$ cat src/rtl/serial_eq_ctrl_pkg.sv
// Shared types for the bit-serial equality sequencer.
// State encoding and index-width helper.
package serial_eq_ctrl_pkg;

  typedef enum logic [1:0] {
    IDLE = 2'd0,
    COMP = 2'd1,
    DONE = 2'd2
  } state_t;

  function automatic int idx_w(int w);
    return (w > 1) ? $clog2(w) : 1;
  endfunction

endpackage

$ cat src/rtl/eq1.sv
// Single-bit equality cell.
// Used as the shared compare datapath of the serial sequencer.
module eq1 (
  input  logic i0,
  input  logic i1,
  output logic eq
);

  assign eq = (~i0 & ~i1) | (i0 & i1);

endmodule

$ cat src/rtl/serial_eq_ctrl.sv
// Bit-serial W-bit equality checker: LSB-first through one eq1
// cell, early exit on first mismatch, one-cycle done pulse.
module serial_eq_ctrl
  import serial_eq_ctrl_pkg::*;
#(
  parameter  int W    = 8,
  localparam int IDXW = idx_w(W)
) (
  input  logic            clk,
  input  logic            reset_n,
  input  logic            start,
  input  logic [W-1:0]    a,
  input  logic [W-1:0]    b,
  output logic            ready,
  output logic            busy,
  output logic            done,
  output logic            eq,
  output logic [IDXW-1:0] mismatch_idx
);

  localparam logic [IDXW-1:0] LAST = IDXW'(W - 1);

  state_t          state, state_d;
  logic [W-1:0]    sa, sa_d;
  logic [W-1:0]    sb, sb_d;
  logic [IDXW-1:0] cnt, cnt_d;
  logic            eq_q, eq_d;
  logic [IDXW-1:0] idx_q, idx_d;
  logic            bit_eq;

  eq1 u_eq1 (
    .i0 (sa[0]),
    .i1 (sb[0]),
    .eq (bit_eq)
  );

  always_ff @(posedge clk) begin
    if (!reset_n) begin
      state <= IDLE;
      sa    <= '0;
      sb    <= '0;
      cnt   <= '0;
      eq_q  <= 1'b0;
      idx_q <= '0;
    end else begin
      state <= state_d;
      sa    <= sa_d;
      sb    <= sb_d;
      cnt   <= cnt_d;
      eq_q  <= eq_d;
      idx_q <= idx_d;
    end
  end

  always_comb begin
    state_d = state;
    sa_d    = sa;
    sb_d    = sb;
    cnt_d   = cnt;
    eq_d    = eq_q;
    idx_d   = idx_q;
    unique case (state)
      IDLE: begin
        if (start) begin
          sa_d    = a;
          sb_d    = b;
          cnt_d   = '0;
          state_d = COMP;
        end
      end
      COMP: begin
        if (!bit_eq) begin
          eq_d    = 1'b0;
          idx_d   = cnt;
          state_d = DONE;
        end else if (cnt == LAST) begin
          eq_d    = 1'b1;
          idx_d   = '0;
          state_d = DONE;
        end else begin
          sa_d  = sa >> 1;
          sb_d  = sb >> 1;
          cnt_d = cnt + IDXW'(1);
        end
      end
      DONE: state_d = IDLE;
      default: state_d = IDLE;
    endcase
  end

  // Handshake flags decode straight from the state register.
  assign ready        = (state == IDLE);
  assign busy         = (state == COMP);
  assign done         = (state == DONE);
  assign eq           = eq_q;
  assign mismatch_idx = idx_q;

endmodule
$ cat config.mk
export PLATFORM = sky130hd
export DESIGN_NAME = serial_eq_ctrl
export DESIGN_NICKNAME = d
export VERILOG_FILES = /design/src/rtl/serial_eq_ctrl_pkg.sv /design/src/rtl/eq1.sv /design/src/rtl/serial_eq_ctrl.sv
export SDC_FILE = /design/constraint.sdc
export NUM_CORES = 1
export LEC_CHECK = 0
export CORE_ASPECT_RATIO = 1.2
export CORE_UTILIZATION = 58
export CTS_BUF_LIST = sky130_fd_sc_hd__clkbuf_8
export DETAILED_ROUTE_END_ITERATION = 6
export DONT_BUFFER_PORTS = 1
export GPL_TIMING_DRIVEN = 0
export PLACE_DENSITY = 0.76
export SYNTH_ARGS = -nofsm -noshare
export SYNTH_HDL_FRONTEND = slang
export SYNTH_SLANG_ARGS = --single-unit
export TNS_END_PERCENT = 1
$ cat constraint.sdc
create_clock -name clk -period 1.4 [get_ports clk]
set_input_delay 0.21 -clock clk [delete_from_list [all_inputs] [get_ports clk]]
set_output_delay 0.21 -clock clk [all_outputs]
set_load 0.01 [all_outputs]
Yosys cells after proc, flatten, opt, wreduce, memory -nomap -nowiden
Index checks and enable logic that the tools add are counted. Widths: inputs -> output; s select.

Input port bits: 19. Logic and storage cells: 45. Register bits after elaboration: 25. Output and inout port bits: 7.

Multiplexer cells: 20. Reductions and logical operators: 5. Equality and inequality tests: 8. Bitwise logic cells: 5. Add/sub/neg operators: 1.

Operators by type and width (count): $mux 8 (6); $pmux 8 s2 (2); $mux 3 (5); $mux 2 (3); $pmux 3 s2 (1); $ne 2x1->1 const B (2); $ne 2x2->1 const B (2); $pmux 2 s2 (1); $reduce_and 2->1 (2); $reduce_and 4->1 (1); $add 3x1->3 const B (1); $eq 3x3->1 const B (1); $ne 3x2->1 const B (1); $and 1x1->1 (2); $eq 2x1->1 const B (1); $eq 2x2->1 const B (1); $logic_not 2->1 (1); $mux 1 (2); $not 1->1 (2); $reduce_bool 2->1 (1); $or 1x1->1 (1).

Logic depth before layout (Yosys ltp)
Gate-level depths: netlist (run 1).

Depth in word-level cells: 5. Mapped depth: 6. Gate-level depth less buffers: 5.

Cells and area by module
From an unflattened synthesis (run 1), not the netlist that was laid out.

Cell total of the unflattened synthesis: 117. Area, all modules: 1142.3 µm².

Modules (own cells, without submodules): serial_eq_ctrl (cells an instance 116, area an instance 1133.6 µm², sequential area each 500.5 µm², instances 1); eq1 (cells an instance 1, area an instance 8.8 µm², sequential area each 0.0 µm², instances 1).

Least setup slack after synthesis (run 1)
Ideal clock, no wire load.

Path type: register to register. From: register cnt[0]. To: register cnt[0]. Path buffers: 0. Required time: 1.279 ns. Period minus slack after synthesis: 1.572 ns. Stages on the path, launching flop included: 6. Data arrival time: 1.452 ns. Path slack: -0.172 ns. Library setup time: 0.121 ns. Path through: dfxtp_1 > ha_1 > ha_1 > nor3b_4 > a211oi_1 > mux2_2.

Word-level cells in the longest chain between the ends: 4. Elaborated cells on any way between the ends: 7. Those cells by class: 1 x add/sub; 2 x eq/ne; 3 x mux; 1 x reduce/logical.

RTL lines: start, declared (RTL line serial_eq_ctrl.sv:26) `logic [IDXW-1:0] cnt, cnt_d;`; start signal, assigned (RTL line serial_eq_ctrl.sv:49) `cnt <= cnt_d;`; $add 3x1->3 (RTL line serial_eq_ctrl.sv:83) `cnt_d = cnt + IDXW'(1);`; $mux 3 (RTL line serial_eq_ctrl.sv:76) `end else if (cnt == LAST) begin`; $mux 3 (RTL line serial_eq_ctrl.sv:72) `if (!bit_eq) begin`; $pmux 3 s2 (RTL line serial_eq_ctrl.sv:62) `unique case (state)`.

Parallel ways exist; a longest one is shown, timed or not. The select of a mux whose other input is x is not followed. A chain may end at the register's enable or synchronous reset.

Final worst setup path (run 1)
From: register cnt[0]. To: register sa[6].

Word-level cells in the longest chain between the ends: 3.

RTL lines: $eq 3x3->1 (RTL line serial_eq_ctrl.sv:76); $ne 2x2->1 (no line); $reduce_and 4->1 (no line); end signal, assigned (RTL line serial_eq_ctrl.sv:40) `sa <= '0;`; end signal, assigned (RTL line serial_eq_ctrl.sv:47) `sa <= sa_d;`; end, declared (RTL line serial_eq_ctrl.sv:24) `logic [W-1:0] sa, sa_d;`.

No other way between the ends.

==> impl_metrics.json, run 1 <==
{
  "status": "finished, violations left",
  "violations": "DRC, setup timing",
  "layout_min_cycle_time_ns": 1.49,
  "p_int_mw": 1.34,
  "clk_latency_ns": 0.26,
  "endpoint_kind": "flip-flop",
  "hold_class": "in -> reg",
  "path_max_fanout": 6,
  "start_kind": "flip-flop",
  "rsz0062_at_grt": "yes",
  "place.port_buffers": 0,
  "die_h_um": 52.6,
  "drive_gt1_frac": 0.352,
  "register_area_um2": 504,
  "synth_nets": 134,
  "combPwrFrac": 0.349,
  "num_antenna_cells": 0,
  "rows": 17,
  "clockRootBuffer": "clkbuf_8",
  "crit_type": "reg -> reg",
  "peakVddDrop_uv": 968,
  "ys_ff_latch": 25,
  "ant_nets": 0,
  "finalCritPeriodShare": 1.06,
  "drtIter0Drc": 14,
  "grt_usage": 0.223,
  "skew_ns": 0.00711,
  "viasPerCell": 6.36,
  "cp-startpoint": "cnt[0]",
  "hold_violations": 0,
  "final_design_area_no_fill_um2": 1500,
  "fillers": 124,
  "p_sw_mw": 0.628,
  "cp.arrival_ns": 1.63,
  "setup_violations": 18,
  "die_area_um2": 2330,
  "grt_pass1_vias": 871,
  "die_w_um": 44.2,
  "powerDensity_nw_per_um2": 1310,
  "timing.rr.start": "cnt[0]",
  "globalRouteMet3Util": 0.0483,
  "wire_per_inst_um": 17.0,
  "worstMarginPinSlew_ns": 0.614,
  "fin_ws_ns": -0.0906,
  "gp_congestion": 0.766,
  "yosysSeqAreaShare": 0.404,
  "fmax_ghz": 0.671,
  "ys_types": 28,
  "vias": 935,
  "pin_count": 26,
  "power_mw": 1.96,
  "multi_input_area_um2": 732,
  "layout_commonest_cell": "dfxtp_1",
  "grt_use_met2": 0.363,
  "drc": 1,
  "switching_share": 0.320,
  "routed_wl_mm": 2.49,
  "grt_max_degree": 14,
  "cts.sinks": 25,
  "grt_use_met1": 0.296,
  "grt_first_pass_wirelength_mm": 3.89,
  "placed_cell_area_um2": 1300,
  "antenna_found_initial": 0,
  "crit_required_ns": 1.54,
  "final_nets": 150,
  "synth_area_um2": 1240,
  "syn_inst": 113,
  "yosysWarnings": 0,
  "p_leak_nw": 0.533,
  "cts_buffer_depth": 2,
  "dp_hpwl_mm": 1.62,
  "r2r_slack_ns": -0.09,
  "mostFrequentLayoutCells": "dfxtp_1 (22), a211oi_1 (16), mux2i_1 (14), a211oi_2 (13)",
  "cts_tree": "built",
  "core_area_um2": 1910,
  "start_util": 0.647,
  "numCtsBuffers": 3,
  "areaGrowthSynthToFinish_pct": 21.2,
  "grt.overflow.total": 0,
  "regToRegEndpoint": "sa[6]",
  "r2r_cells": 7,
  "first_pass_iters": 7,
  "clockPowerShare": 0.205,
  "clk_pin_slew_ns": 0.08,
  "grt.busiest_layer": "met2",
  "worstSetupEndpoint": "sa[6]",
  "syn_avg_cell_area_um2": 11.0,
  "maxCapViolations": 0,
  "relSlewSlack": 0.591,
  "pwr-share-seq": 0.446,
  "maxSlewViolCount": 0,
  "cts.htree.levels": 1
}
worst max-delay path: stages (launching register included):
cell       delay (ns)
dfxtp_2          0.34
ha_4             0.16
ha_4             0.17
nor3b_4          0.17
buf_6            0.15
a21o_4           0.17
clkbuf_16        0.16
a211oi_2         0.05
area by class of cell:
class | instances | area share
plain buffers | 8 | 0.0467
clock buffers | 3 | 0.0275
clock inverters | 1 | 0.00250
inverters | 3 | 0.00750
multi-input cells | 77 | 0.488
flip-flops and latches | 25 | 0.336
well taps | 19 | 0.0158
repair buffers | 11 | 0.0767
metrics by stage:
stage	utilization	hold WS (ns)	std cells	TNS (ns)	worst slack, ns
5_1_grt	0.784	0.0651	147	-2.53	-0.176
6_report	0.784	0.0761	147	-1.29	-0.0906
3_5_place_dp	0.678	0.337	132	-3.27	-0.226
4_1_cts	0.750	0.0640	144	-1.07	-0.0796
2_1_floorplan	-	0.332	113	-1.11	-0.0922
3_3_place_gp	0.678	0.334	132	-3.28	-0.225
power by group through the flow:
stage | clock, mW | combinational (mW) | sequential [mW]
after detailed placement | 0 | 0.534 | 0.881
after floorplan | 0 | 0.459 | 0.864
after global routing | 0.445 | 0.747 | 0.886
after CTS | 0.418 | 0.614 | 0.870
final | 0.403 | 0.685 | 0.876
after global placement | 0 | 0.527 | 0.877
cells in the mapped netlist:
master    instances  area share
mux2_2            1      0.0091
a211oi_1         21        0.13
inv_1             3      0.0091
nor2_1            2      0.0061
a21oi_1           3       0.012
xnor2_2           1       0.013
a21o_4            1       0.012
nor2b_1           1      0.0051
clkbuf_1          1      0.0030
dfxtp_1          25        0.40
nor4_1            1      0.0051
a221oi_1          1      0.0071
o211ai_1          3       0.018
buf_2             3       0.012
nand2b_1          1      0.0051
and2_1            1      0.0051
xor2_1            1      0.0071
a211oi_2          8       0.081
nor3b_4           2       0.030
nand3_1           5       0.020
a22o_1            2       0.014
o21ai_1           2      0.0081
mux2i_1          14        0.11
ha_1              2       0.020
nand3b_1          1      0.0061
o21ai_0           1      0.0040
buf_6             4       0.036
nand2_1           2      0.0061
per-layer routing:
layer	vias to the layer above	routed length, µm	share of wire
li1	472	-	-
met1	444	1130	0.45
met2	17	1240	0.50
met3	2	106	0.043
met4	0	11	0.0044
met5	-	0	0
state kept, by name, indices dropped and copies added, names as in the netlist:
signal,cells
sa,8
cnt,3
state,2
sb,8
eq,1
mismatch_idx,3
cell families after synthesis:
family	synth area share
buffers and inverters	0.0606
adder cells (fa/ha/maj)	0.0202
flip-flops	0.404
multiplexers	0.122
XOR/XNOR	0.0202
AND/OR/NAND/NOR	0.0889
AO/OA/AOI/OAI	0.284
how the worst min path moves through the flow:
| stage | from | end | slack (ns) | depth (start not counted) |
|---|---|---|---|---|
| CTS | reset_n | state[0] | 0.06 | 1 |
| global route | reset_n | state[0] | 0.07 | 1 |
| detailed placement | reset_n | state[0] | 0.34 | 1 |
| floorplan | reset_n | state[0] | 0.33 | 1 |
| finish | reset_n | state[0] | 0.08 | 1 |
| global placement | reset_n | state[0] | 0.33 | 1 |
repair_timing:
| action | CTS | global route |
|---|---|---|
| pin swaps | 4 | 8 |
| setup buffers | 7 | 2 |
| resized for setup | 6 | 6 |
| hold buffers | 0 | 0 |
| cloned | 1 | 1 |
| endpoints found under the setup margin | 25 | 24 |
Power figures use the tool's default switching activity.
==> inputs of run 2 (changes only) <==
- CORE_MARGIN: unset -> 1.5
==> run 2 against run 1 <==
Effect of this change:
- the run ends with setup timing left
- first-iteration DRC count decreased by 14%
- die area increased by 4.2%
- clock skew decreased by 0.0056 ns
- critical endpoint is now sa[0]
- largest cell class unchanged
==> impl_metrics.json, run 2 (same netlist as run 1, synthesis figures left out) <==
{
  "status": "finished, violations left",
  "violations": "setup timing",
  "dp_hpwl_mm": 1.71,
  "layout.cells.non_filler": 145,
  "drc": 0,
  "clk_pin_slew_ns": 0.08,
  "core_area_um2": 2030,
  "gp_congestion": 0.720,
  "tns_ns": -2.13,
  "hold_start": "reset_n",
  "clk_latency_ns": 0.27,
  "rsz0062_at_grt": "yes",
  "place_inst": 133,
  "rows": 18,
  "p_leak_nw": 0.518,
  "first_pass_iters": 4,
  "endpoint_kind": "flip-flop",
  "num_antenna_cells": 0,
  "setup_violations": 19,
  "place.port_buffers": 0,
  "layout_commonest_cell": "dfxtp_1",
  "start_util": 0.611,
  "peakVddDrop_uv": 854,
  "placed_cell_area_um2": 1300,
  "fmax_ghz": 0.646,
  "cts_buffer_depth": 2,
  "start_kind": "flip-flop",
  "finalCritPeriodShare": 1.11,
  "wire_per_inst_um": 18.3,
  "mostFrequentLayoutCells": "dfxtp_1 (22), a211oi_1 (18), mux2i_1 (14), a211oi_2 (11), buf_6 (6)",
  "largest_registers": "sa x8, sb x8",
  "drive_gt1_frac": 0.360,
  "layout_min_cycle_time_ns": 1.55,
  "grt_max_degree": 15,
  "die_area_um2": 2420,
  "worstMarginPinSlew_ns": 0.547,
  "r2r_cells": 7,
  "vias": 977,
  "viasPerCell": 6.74,
  "regToRegEndpoint": "sa[0]",
  "grt.overflow.total": 0,
  "antenna_found_initial": 0,
  "maxSlewViolCount": 0,
  "register_area_um2": 507,
  "fin_ws_ns": -0.148,
  "routed_wl_mm": 2.66,
  "crit_required_ns": 1.55,
  "cp-startpoint": "cnt[1]",
  "ant_nets": 0,
  "grt_usage": 0.220,
  "power_mw": 1.96,
  "cts_tree": "built",
  "die_w_um": 45.2,
  "whs_ns": 0.0579,
  "final_design_area_no_fill_um2": 1480,
  "cp.arrival_ns": 1.70,
  "grt_pass1_vias": 875,
  "hold_class": "in -> reg",
  "cts.htree.levels": 1,
  "worstSetupEndpoint": "sa[0]",
  "relSlewSlack": 0.635,
  "skew_ns": 0.00149,
  "drtIter0Drc": 12,
  "clockRootBuffer": "clkbuf_8",
  "grt_first_pass_wirelength_mm": 3.89,
  "areaGrowthSynthToFinish_pct": 19.7,
  "fillers": 143,
  "final_nets": 147,
  "multi_input_area_um2": 739,
  "crit_type": "reg -> reg",
  "timing.rr.start": "cnt[1]",
  "maxCapViolations": 0,
  "pin_count": 26,
  "r2r_slack_ns": -0.15,
  "numCtsBuffers": 3,
  "postCtsHoldBufs": 0,
  "hold_violations": 0,
  "path_max_fanout": 7,
  "powerDensity_nw_per_um2": 1320,
  "cts.sinks": 25,
  "die_h_um": 53.6
}
run 2: changes by cell type in the layout (fill, tap and decap cells not counted), moves of 2 or more:
cell,previous run,this run
buf_4,7,4
inv_1,4,2
a211oi_1,16,18
o21ai_2,0,2
o21ai_1,2,0
a211oi_2,13,11
run 2: power breakdown:
part           total [mW]  switching, mW  internal (mW)
registers           0.875         0.0760          0.799
clock network       0.421          0.222          0.199
logic               0.659          0.346          0.314
run 2: worst min-delay path by stage:
stage	end	slack (ns)	cells after the start
CTS	state[0]	0.05	1
floorplan	state[0]	0.33	1
finish	state[0]	0.06	1
global placement	state[0]	0.34	1
global route	state[0]	0.06	1
detailed placement	state[0]	0.34	1
run 2: per-stage QoR:
stage,util,setup WS (ns)
2_1_floorplan,-,-0.0922
3_3_place_gp,0.641,-0.226
3_5_place_dp,0.641,-0.219
4_1_cts,0.687,-0.117
5_1_grt,0.731,-0.186
6_report,0.731,-0.148
run 2: critical path, cell delays in order (launching register included):
cell and delay [ns]:
dfxtp_4 0.37, ha_4 0.16, ha_4 0.17, nor3b_4 0.20
buf_6 0.16, a21o_4 0.17, clkbuf_16 0.16, a211oi_2 0.05
run 2: per-layer routing:
metal,vias to the layer above,global-route usage,share of wire,routed length [µm]
met1,473,0.286,0.46,1210
li1,465,-,-,-
met2,33,0.352,0.48,1290
met3,6,0.0336,0.045,119
met5,-,0,0,0
met4,0,0.108,0.014,38
run 2: area by class of cell:
class | count | area share
Sequential cell | 25 | 0.342
Inverter | 3 | 0.00759
Multi-Input combinational cell | 78 | 0.499
Timing Repair Buffer | 7 | 0.0549
Clock buffer | 3 | 0.0278
Clock inverter | 1 | 0.00338
Tap cell | 20 | 0.0169
Buffer | 8 | 0.0489
run 2: what timing repair did:
action | in CTS | in global routing
endpoints found under the setup margin | 26 | 26
gates resized for setup | 4 | 12
cloned | 1 | 2
setup buffers | 3 | 2
pin swaps | 1 | 12
==> inputs of run 3 (changes only) <==
- ABC_AREA: unset -> 1
==> run 3 against run 2 <==
Effect of this change:
- the flow now finishes without violations
- sequential cell count unchanged
- clock skew up 0.0014 ns
- combinational power down 18%
- sequential power down 3.7%
- synthesized cell count up 68%
- critical endpoint is now sa[5]
- critical path depth unchanged
- sequential share of layout area up 0.50 points
- non-clock buffer count down 1
- core utilization down 2.0 points
- cell count up 58%
==> impl_metrics.json, run 3 <==
{
  "status": "finished, final reports clean",
  "start_kind": "flip-flop",
  "grt.overflow.total": 0,
  "hold_class": "in -> reg",
  "final_design_area_no_fill_um2": 1460,
  "synth_top_area_frac": 0.398,
  "grt_max_degree": 14,
  "drtIter0Drc": 37,
  "rsz0062_at_grt": "yes",
  "areaGrowthSynthToFinish_pct": 16.0,
  "yosysWarnings": 0,
  "ys_types": 17,
  "rows": 18,
  "holdPathEnd": "sb[7]",
  "yosysSeqAreaShare": 0.398,
  "place_ws_ns": -0.121,
  "cts_tree": "built",
  "min_path_cells": 2,
  "fmax_ghz": 0.717,
  "cts.htree.levels": 1,
  "ys_top_cells_by_count": "nand2_1 (48), dfxtp_1 (25), a21oi_1 (22), nand3_1 (22), inv_1 (21)",
  "die_w_um": 45.5,
  "timing.rr.start": "cnt[0]",
  "whs_ns": 0.0669,
  "clockRootBuffer": "clkbuf_8",
  "grt_use_met1": 0.299,
  "crit_chain": "ha_4 > ha_4 > nor2_4 > nand2_4 > buf_6 > a21oi_2 > nor2_1",
  "vias": 1207,
  "ant_nets": 0,
  "r2r_cells": 7,
  "crit_top_cell": "ha_4",
  "mostFrequentLayoutCells": "nand2_1 (45), dfxtp_1 (23), inv_1 (22), nand3_1 (20), nor2_1 (19)",
  "synth_area_um2": 1260,
  "layout_min_cycle_time_ns": 1.40,
  "setup_violations": 0,
  "place_inst": 220,
  "cts_buffer_depth": 2,
  "hold_start": "b[7]",
  "viasPerCell": 5.27,
  "numCtsBuffers": 3,
  "worstMarginPinSlew_ns": 0.474,
  "synthTopCellsByArea": "dfxtp_1 (40%), nand2_1 (14%), a21oi_1 (8.8%)",
  "layout.cells.non_filler": 229,
  "antenna_found_initial": 0,
  "start_util": 0.613,
  "maxSlewViolCount": 0,
  "yosysMostFrequentCell": "nand2_1",
  "die_area_um2": 2460,
  "regToRegEndpoint": "sa[5]",
  "path_max_fanout": 10,
  "slowest_delay_ns": 0.37,
  "synth_nets": 211,
  "pin_count": 26,
  "grt.busiest_layer": "met2",
  "gp_congestion": 0.795,
  "async_flop_share": 0,
  "maxCapViolations": 0,
  "clk_pin_slew_ns": 0.09,
  "powerDensity_nw_per_um2": 1250,
  "crit_type": "reg -> reg",
  "postCtsHoldBufs": 0,
  "synth_top_area_cell": "dfxtp_1",
  "cp.arrival_ns": 1.57,
  "core_area_um2": 2050,
  "hold_violations": 0,
  "final_nets": 221,
  "syn_inst": 190,
  "cts.sinks": 25,
  "drc": 0,
  "peakVddDrop_uv": 954,
  "drive_gt1_frac": 0.181,
  "endpoint_kind": "flip-flop",
  "tns_ns": 0,
  "cpMaxStageDelayCell": "dfxtp_4",
  "finalCritPeriodShare": 0.997,
  "largest_registers": "sa x8, sb x8",
  "synth_enable_flop_cells": 0,
  "grt_first_pass_wirelength_mm": 4.31,
  "dp_hpwl_mm": 1.85,
  "placed_cell_area_um2": 1290,
  "crit_required_ns": 1.58,
  "synthFlopType": "dfxtp_1",
  "grt_usage": 0.244,
  "first_pass_iters": 4,
  "num_antenna_cells": 0,
  "place.port_buffers": 0,
  "globalRouteMet3Util": 0.0570,
  "clk_latency_ns": 0.28,
  "r2r_slack_ns": 0.005,
  "ys_ff_latch": 25,
  "grt_use_met2": 0.404,
  "die_h_um": 54.0,
  "relSlewSlack": 0.684,
  "skew_ns": 0.00292,
  "grt_pass1_vias": 983,
  "wire_per_inst_um": 12.9,
  "syn_avg_cell_area_um2": 6.61,
  "routed_wl_mm": 2.95,
  "fin_ws_ns": 0.00466,
  "p_leak_nw": 0.666,
  "crit_family": "flip-flops",
  "layout_commonest_cell": "nand2_1",
  "path_buf_inv": 1
}
==> run 3: layout make-up <==
type / count / area, µm²
clock inverter: 1 / 3.75
buffer: 10 / 66.3
multi-input combinational: 134 / 693
clock buffer: 3 / 41.3
fill: 185 / 592
inverter: 22 / 82.6
sequential: 25 / 505
tap: 30 / 37.5
timing repair buffer: 4 / 27.5
==> run 3: how the worst max path moves through the flow <==
stage               startpoint               to  slack [ns]  cells past startpoint
floorplan               cnt[0]            sa[2]        0.06                      7
global placement        cnt[0]            sa[6]       -0.11                      7
detailed placement      cnt[0]            sa[6]       -0.12                      7
CTS                     cnt[0]            sa[4]       0.003                      7
global route          state[0]  mismatch_idx[0]       -0.05                      5
finish                  cnt[0]            sa[5]       0.005                      7
==> run 3: cells by family (layout without fill, tap and decap cells) <==
logic type                 Yosys count  after routing  share of synthesized area
and+or+nand+nor                     94             95                      0.311
AOI/OAI and AO/OA                   37             37                      0.153
buffers and inverters               32             40                      0.118
DFF                                 25             25                      0.398
adders and majority gates            2              2                     0.0199
==> run 3: metrics by stage <==
stage               power [mW]   util
floorplan                 1.22      -
global placement          1.30  0.631
detailed placement        1.31  0.631
CTS                       1.77  0.670
global route              1.94  0.711
finish                    1.83  0.711
==> run 3: repair_timing <==
item | CTS | global route
gates resized for setup | 7 | 15
setup endpoints to repair | 19 | 21
setup buffers | 2 | 1
pin swaps | 2 | 4
gates cloned | 0 | 2
==> run 3: metal layers <==
metal  vias to the layer above  share of wire
li1                        619              -
met1                       529           0.42
met2                        52           0.49
met3                         7          0.067
met4                         0          0.016
met5                         -              0
==> run 3: report_power, final <==
part	total, mW	internal, mW	switching [mW]
clock	0.441	0.197	0.244
combinational	0.543	0.201	0.341
sequential	0.843	0.798	0.0446
==> run 3: worst register-to-register path, cell delays in order (launching register included) <==
cell and delay [ns]:
dfxtp_4 0.37, ha_4 0.16, ha_4 0.16, nor2_4 0.14, nand2_4 0.10, buf_6 0.16
a21oi_2 0.14, nor2_1 0.06
